==> src/rtl/spi_slave_pkg.sv <==
// Shared types and constants for the SPI slave: FSM state encoding,
// default word widths and the 2-bit command codes carried in rx_data.
package spi_pkg;

    typedef enum logic [2:0] {
        IDLE      = 3'd0,
        CHK_CMD   = 3'd1,
        WRITE     = 3'd2,
        READ_ADD  = 3'd3,
        READ_DATA = 3'd4
    } spi_state_e;

    localparam int RX_W_DEF = 10;
    localparam int TX_W_DEF = 8;

    localparam logic [1:0] CMD_WR_ADDR = 2'b00;
    localparam logic [1:0] CMD_WR_DATA = 2'b01;
    localparam logic [1:0] CMD_RD_ADDR = 2'b10;
    localparam logic [1:0] CMD_RD_DATA = 2'b11;

endpackage

==> src/rtl/spi_slave_if.sv <==
// Serial pins plus the parallel memory-side handshake of the SPI slave.
interface spi_slave_if
    import spi_pkg::*;
#(
    parameter int RX_W = RX_W_DEF,
    parameter int TX_W = TX_W_DEF
);
    logic            SS_n;
    logic            MOSI;
    logic            MISO;
    logic [RX_W-1:0] rx_data;
    logic            rx_valid;
    logic [TX_W-1:0] tx_data;
    logic            tx_valid;

    modport slave (
        input  SS_n, MOSI, tx_data, tx_valid,
        output MISO, rx_data, rx_valid
    );

    modport master (
        output SS_n, MOSI, tx_data, tx_valid,
        input  MISO, rx_data, rx_valid
    );
endinterface

==> src/rtl/spi_slave.sv <==
// SPI slave: a route bit picks WRITE / READ_ADD / READ_DATA, then RX_W bits
// are shifted in and strobed out. After a READ_DATA word the block waits for
// tx_valid and shifts TX_W bits of tx_data out on MISO, MSB first.
//
// state     | meaning
// ----------+-----------------------------------------------------------
// IDLE      | waiting for SS_n low
// CHK_CMD   | sampling route bit (0 write, 1 read addr / read data)
// WRITE     | receiving a write word; idle after completion
// READ_ADD  | receiving a read address; sets rd_addr_flag on completion
// READ_DATA | receiving read command, then wait for tx_valid and shift out
module spi_slave
    import spi_pkg::*;
#(
    parameter int RX_W = RX_W_DEF,
    parameter int TX_W = TX_W_DEF
) (
    input logic       clk,
    input logic       rst_n,
    spi_slave_if.slave bus
);

    localparam int TXC_W = $clog2(TX_W + 1);

    spi_state_e      state_q, state_d;
    logic [3:0]      bit_cnt_q;
    logic [RX_W-1:0] shift_q;
    logic [RX_W-1:0] rx_data_q;
    logic            rx_valid_q;
    logic            rd_addr_flag_q;
    logic            frame_done_q;
    logic            tx_wait_q;
    logic            tx_busy_q;
    logic [TX_W-1:0] tx_shift_q;
    logic [TXC_W-1:0] tx_cnt_q;
    logic            miso_q;

    logic ss_exit;
    logic rx_active;
    logic last_bit;

    // Frame-level qualifiers: SS_n release outranks any data activity.
    always_comb begin
        ss_exit   = (state_q != IDLE) && bus.SS_n;
        rx_active = (state_q == WRITE || state_q == READ_ADD || state_q == READ_DATA)
                    && !frame_done_q && !bus.SS_n;
        last_bit  = (bit_cnt_q == 4'(RX_W - 1));
    end

    // State register.
    always_ff @(posedge clk) begin
        if (!rst_n) state_q <= IDLE;
        else        state_q <= state_d;
    end

    // Next-state: route on the bit after SS_n falls; any SS_n high returns to IDLE.
    always_comb begin
        state_d = state_q;
        case (state_q)
            IDLE:    if (!bus.SS_n) state_d = CHK_CMD;
            CHK_CMD: begin
                if (bus.SS_n)           state_d = IDLE;
                else if (!bus.MOSI)     state_d = WRITE;
                else if (rd_addr_flag_q) state_d = READ_DATA;
                else                    state_d = READ_ADD;
            end
            default: if (bus.SS_n) state_d = IDLE;
        endcase
    end

    // Receive shifter, word strobe, read-address flag and MISO serializer.
    always_ff @(posedge clk) begin
        if (!rst_n) begin
            bit_cnt_q      <= '0;
            shift_q        <= '0;
            rx_data_q      <= '0;
            rx_valid_q     <= 1'b0;
            rd_addr_flag_q <= 1'b0;
            frame_done_q   <= 1'b0;
            tx_wait_q      <= 1'b0;
            tx_busy_q      <= 1'b0;
            tx_shift_q     <= '0;
            tx_cnt_q       <= '0;
            miso_q         <= 1'b0;
        end else begin
            rx_valid_q <= 1'b0;
            if (ss_exit) begin
                // partial frame is dropped; rx_data and rd_addr_flag survive
                bit_cnt_q    <= '0;
                shift_q      <= '0;
                frame_done_q <= 1'b0;
                tx_wait_q    <= 1'b0;
                tx_busy_q    <= 1'b0;
                tx_shift_q   <= '0;
                tx_cnt_q     <= '0;
                miso_q       <= 1'b0;
            end else if (rx_active) begin
                if (last_bit) begin
                    rx_data_q    <= {shift_q[RX_W-2:0], bus.MOSI};
                    rx_valid_q   <= 1'b1;
                    bit_cnt_q    <= '0;
                    shift_q      <= '0;
                    frame_done_q <= 1'b1;
                    if (state_q == READ_ADD) rd_addr_flag_q <= 1'b1;
                    if (state_q == READ_DATA) begin
                        rd_addr_flag_q <= 1'b0;
                        tx_wait_q      <= 1'b1;
                    end
                end else begin
                    shift_q   <= {shift_q[RX_W-2:0], bus.MOSI};
                    bit_cnt_q <= bit_cnt_q + 4'd1;
                end
            end else if (tx_wait_q && bus.tx_valid) begin
                miso_q     <= bus.tx_data[TX_W-1];
                tx_shift_q <= {bus.tx_data[TX_W-2:0], 1'b0};
                tx_cnt_q   <= TXC_W'(TX_W - 1);
                tx_wait_q  <= 1'b0;
                tx_busy_q  <= 1'b1;
            end else if (tx_busy_q) begin
                if (tx_cnt_q != '0) begin
                    miso_q     <= tx_shift_q[TX_W-1];
                    tx_shift_q <= {tx_shift_q[TX_W-2:0], 1'b0};
                    tx_cnt_q   <= tx_cnt_q - TXC_W'(1);
                end else begin
                    miso_q    <= 1'b0;
                    tx_busy_q <= 1'b0;
                end
            end
        end
    end

    assign bus.MISO     = miso_q;
    assign bus.rx_data  = rx_data_q;
    assign bus.rx_valid = rx_valid_q;

endmodule
==> src/flat_wrapper.sv <==
// flat-port wrapper written by rule: the top's interface ports become plain ports
module spi_slave_flat import spi_pkg::*;
#(
    parameter int RX_W = RX_W_DEF,
    parameter int TX_W = TX_W_DEF
)
  (clk, rst_n, bus_SS_n, bus_MOSI, bus_tx_data, bus_tx_valid, bus_MISO, bus_rx_data, bus_rx_valid);
  spi_slave_if #(.RX_W(RX_W), .TX_W(TX_W)) bus_i ();
  input logic clk;
  input logic rst_n;
  input wire logic [$bits(bus_i.SS_n)-1:0] bus_SS_n;
  input wire logic [$bits(bus_i.MOSI)-1:0] bus_MOSI;
  input wire logic [$bits(bus_i.tx_data)-1:0] bus_tx_data;
  input wire logic [$bits(bus_i.tx_valid)-1:0] bus_tx_valid;
  output wire logic [$bits(bus_i.MISO)-1:0] bus_MISO;
  output wire logic [$bits(bus_i.rx_data)-1:0] bus_rx_data;
  output wire logic [$bits(bus_i.rx_valid)-1:0] bus_rx_valid;
  assign bus_i.SS_n = bus_SS_n;
  assign bus_i.MOSI = bus_MOSI;
  assign bus_i.tx_data = bus_tx_data;
  assign bus_i.tx_valid = bus_tx_valid;
  assign bus_MISO = bus_i.MISO;
  assign bus_rx_data = bus_i.rx_data;
  assign bus_rx_valid = bus_i.rx_valid;
  spi_slave #(.RX_W(RX_W), .TX_W(TX_W)) u_core (.clk(clk), .rst_n(rst_n), .bus(bus_i));
endmodule
==> config.mk <==
export PLATFORM = sky130hd
export DESIGN_NAME = spi_slave_flat
export DESIGN_NICKNAME = d
export VERILOG_FILES = /design/src/rtl/spi_slave_pkg.sv /design/src/rtl/spi_slave_if.sv /design/src/rtl/spi_slave.sv /design/src/flat_wrapper.sv
export SDC_FILE = /design/constraint.sdc
export NUM_CORES = 1
export LEC_CHECK = 0
export ABC_AREA = 1
export ABC_CLOCK_PERIOD_IN_PS = 1800
export BUFFER_PORTS_ARGS = -buffer_cell sky130_fd_sc_hd__clkbuf_2
export CAP_MARGIN = 20
export CELL_PAD_IN_SITES_DETAIL_PLACEMENT = 0
export CELL_PAD_IN_SITES_GLOBAL_PLACEMENT = 1
export CORE_MARGIN = 3
export CORE_UTILIZATION = 40
export DETAILED_ROUTE_END_ITERATION = 10
export GPL_ROUTABILITY_DRIVEN = 0
export PLACE_DENSITY = 0.87
export SLEW_MARGIN = 20
export SYNTH_ARGS = -nofsm -noshare
export SYNTH_HDL_FRONTEND = slang
export SYNTH_SLANG_ARGS = --single-unit
export TNS_END_PERCENT = 30
==> constraint.sdc <==
create_clock -name clk -period 1.8 [get_ports clk]
set_clock_uncertainty 0.2 [all_clocks]
set_input_delay 0.36 -clock clk [delete_from_list [all_inputs] [get_ports clk]]
set_output_delay 0.36 -clock clk [all_outputs]
set_load 0.01 [all_outputs]
==> flow_summary_export.csv <==
group,metric,value,unit
outcome,outcome,"complete, no violations",
hold_path,min_delay_path_depth,3,
critical_path,reg2regPathDepth,8,
sta,grt_setup_unrepaired,"no",
route,vias,1711,
route,wl_per_cell,11.1,microns
critical_path,cp_data_arrival_time,1.60,ns
sta,period_minus_slack,1.62,ns
sta,finalCritPeriodShare,89.7,%
logic_synthesis,synthFlopType,"dfxtp_1",
clocking,worstSkewPairLatency,0.29,ns
power_and_ir_drop,p_leak,0.893,nW
logic_synthesis,yosysTopAreaCell,"dfxtp_1",
clocking,path_clk_slew,0.08,ns
sta,fmax,619,MHz
placed_design,numPortBuffers,24,
floorplanning,core_region_area,0.00447,sq mm
placed_design,detailed_place.area,0.00209,sq mm
global_route,track_usage,15.3,%
sta,tns,0,ns
route,drc_errors,0,
final_layout,final_common_cell,"nand2_1",
critical_path,crit_fanout,12,
clocking,cts_num_sinks,43,
floorplanning,die_x,74.8,microns
logic_synthesis,synth.avg_cell_area,6.91,sq um
clocking,h-tree-depth,2,
logic_synthesis,synth_enable_flop_cells,0,
logic_synthesis,syn-num-nets,288,
logic_synthesis,seq_area_frac_synth,45.4,%
final_layout,finalInstanceArea,0.00217,sq mm
sta,maxSlewViolCount,0,
global_route,overflow,0,
floorplanning,rows,24,
sta,tightest_slew,0.392,ns
global_route,grt_pass1_wl,6690,microns
global_route,grt_max_degree,18,
logic_synthesis,yosys.area.top_type_share,45.4,%
route,drtAntennaViolNets,0,
final_layout,final_cells,358,
clocking,postCtsHoldBufs,0,
floorplanning,die_h,74.8,microns
final_layout,final_cell_mix,"nand2_1 (100), dfxtp_1 (43), nor2_1 (31), a21oi_1 (30), clkbuf_2 (24)",
power_and_ir_drop,power_density,765,mW/mm^2
final_layout,nets,319,
clocking,ctsLongestPathBuffers,2,
floorplanning,ios,25,
sta,hold_viol,0,
clocking,cts-root-buf,"clkbuf_8",
flow_run,drv_cap,0,
logic_synthesis,syn_inst,274,
logic_synthesis,synthTopCellsByArea,"dfxtp_1 (45%), nand2_1 (20%), a21oi_1 (7.9%), nor2_1 (6.1%), nand3_1 (3.4%)",
route,first_pass_iters,4,
final_layout,drive_gt1_share,17.6,%
logic_synthesis,yosysWarnings,0,
route,wl,3970,microns
placed_design,dp_hpwl,2880,microns
clocking,cts_buffers,5,
critical_path,start_kind,"register",
floorplanning,dieArea,0.00560,sq mm
logic_synthesis,ys_seq_elements,43,
critical_path,path_class,"reg2reg",
logic_synthesis,ys_types,24,
route,drt_iter0_drc,131,
floorplanning,start_util,42.3,%
global_route,antenna_found_initial,0,
critical_path,end_kind,"register",
critical_path,crit_required,1.78,ns
global_route,grt_pass1_vias,1496,
logic_synthesis,syn_area,0.00189,sq mm
final_layout,syn2layout_area_growth,14.8,%
route,viasPerCell,4.78,
placed_design,numPlacedInstances,350,
logic_synthesis,async_reset_ff_share,0,%
sta,relSlewSlack,73.9,%
final_layout,diodes,0,
final_layout,post-route-util,48.6,%
clocking,cts_tree,"done",
hold_path,min_path_type,"in2reg",
sta,setup_viol,0,
power_and_ir_drop,ir_worst_vdd,0.000459,V
[report_power, final]
group | leakage [nW] | switching [W] | internal [W]
Clock | 0.0412 | 0.000329 | 0.000271
Combinational | 0.505 | 0.0000684 | 0.0000340
Sequential | 0.347 | 0.00000403 | 0.000956
Total | 0.893 | 0.000401 | 0.00126
[synth_stat cells (3+ instances only)]
| master | instances |
|---|---|
| dfxtp_1 | 43 |
| nand2_2 | 3 |
| buf_2 | 3 |
| o21ai_0 | 10 |
| inv_1 | 17 |
| nand2_1 | 101 |
| a21oi_1 | 30 |
| nor2_2 | 4 |
| nand3_1 | 13 |
| nor2_1 | 31 |
[worst max-delay path: stages (launching register included)]
cell     delay (ns)
dfxtp_1        0.35
inv_1          0.08
ha_1           0.24
nand2_1        0.10
nand2_1        0.05
nand2_1        0.09
nand2_2        0.16
o21ai_0        0.19
nor2_1         0.05
[layout make-up]
type / instances / area, sq um
Inverter: 20 / 75.1
Tap cell: 52 / 65.1
Clock inverter: 2 / 12.5
Multi-Input combinational cell: 202 / 901
Sequential cell: 43 / 861
Timing Repair Buffer: 33 / 188
Fill cell: 444 / 2300
Clock buffer: 6 / 72.6
[cells by family after synthesis]
kind of cell	share of synthesized area, %
buffers and inverters	7.13
DFF	45.4
AOI/OAI and AO/OA	12.4
and+or+nand+nor	34.4
adders and majority gates	0.660
[worst paths after layout]
path                         start                    end  slack [ns]
min reg2reg  u_core.bus.rx_data[9]  u_core.bus.rx_data[9]        0.27
min                 bus_tx_data[0]   u_core.tx_shift_q[1]        0.13
max             u_core.tx_cnt_q[0]   u_core.tx_shift_q[3]        0.18
max reg2reg     u_core.tx_cnt_q[0]   u_core.tx_shift_q[3]        0.18
[metrics by stage]
stage	worst slack, ns	hold WS (ns)	power (W)
2_1_floorplan	0.310	0.239	0.00105
3_3_place_gp	0.0643	0.252	0.00109
3_5_place_dp	0.0703	0.257	0.00109
4_1_cts	0.0775	0.121	0.00168
5_1_grt	0.0119	0.136	0.00172
6_report	0.185	0.125	0.00166
[state kept, by name, summed over array words and instances (netlist names)]
name                   cells
u_core.bus.rx_data        10
u_core.bus.MISO            1
u_core.bit_cnt_q           4
u_core.tx_cnt_q            4
u_core.tx_busy_q           1
u_core.rd_addr_flag_q      1
u_core.shift_q             9
u_core.state_q             3
u_core.tx_shift_q          7
u_core.bus.rx_valid        1
u_core.frame_done_q        1
u_core.tx_wait_q           1
[layer usage]
metal / global-route usage [%] / vias to the layer above / wire length (microns)
met1: 21.1 / 758 / 1940
met5: 0 / - / 0
li1: - / 927 / -
met2: 24.1 / 20 / 1850
met3: 3.34 / 6 / 129
met4: 4.74 / 0 / 46
[timing repair]
| item | in CTS | in global routing |
|---|---|---|
| buffers inserted | 0 | 0 |
| resized for setup | 0 | 1 |
| endpoints found under the setup margin | 0 | 9 |
No activity file was read; power rests on OpenSTA's default activity.
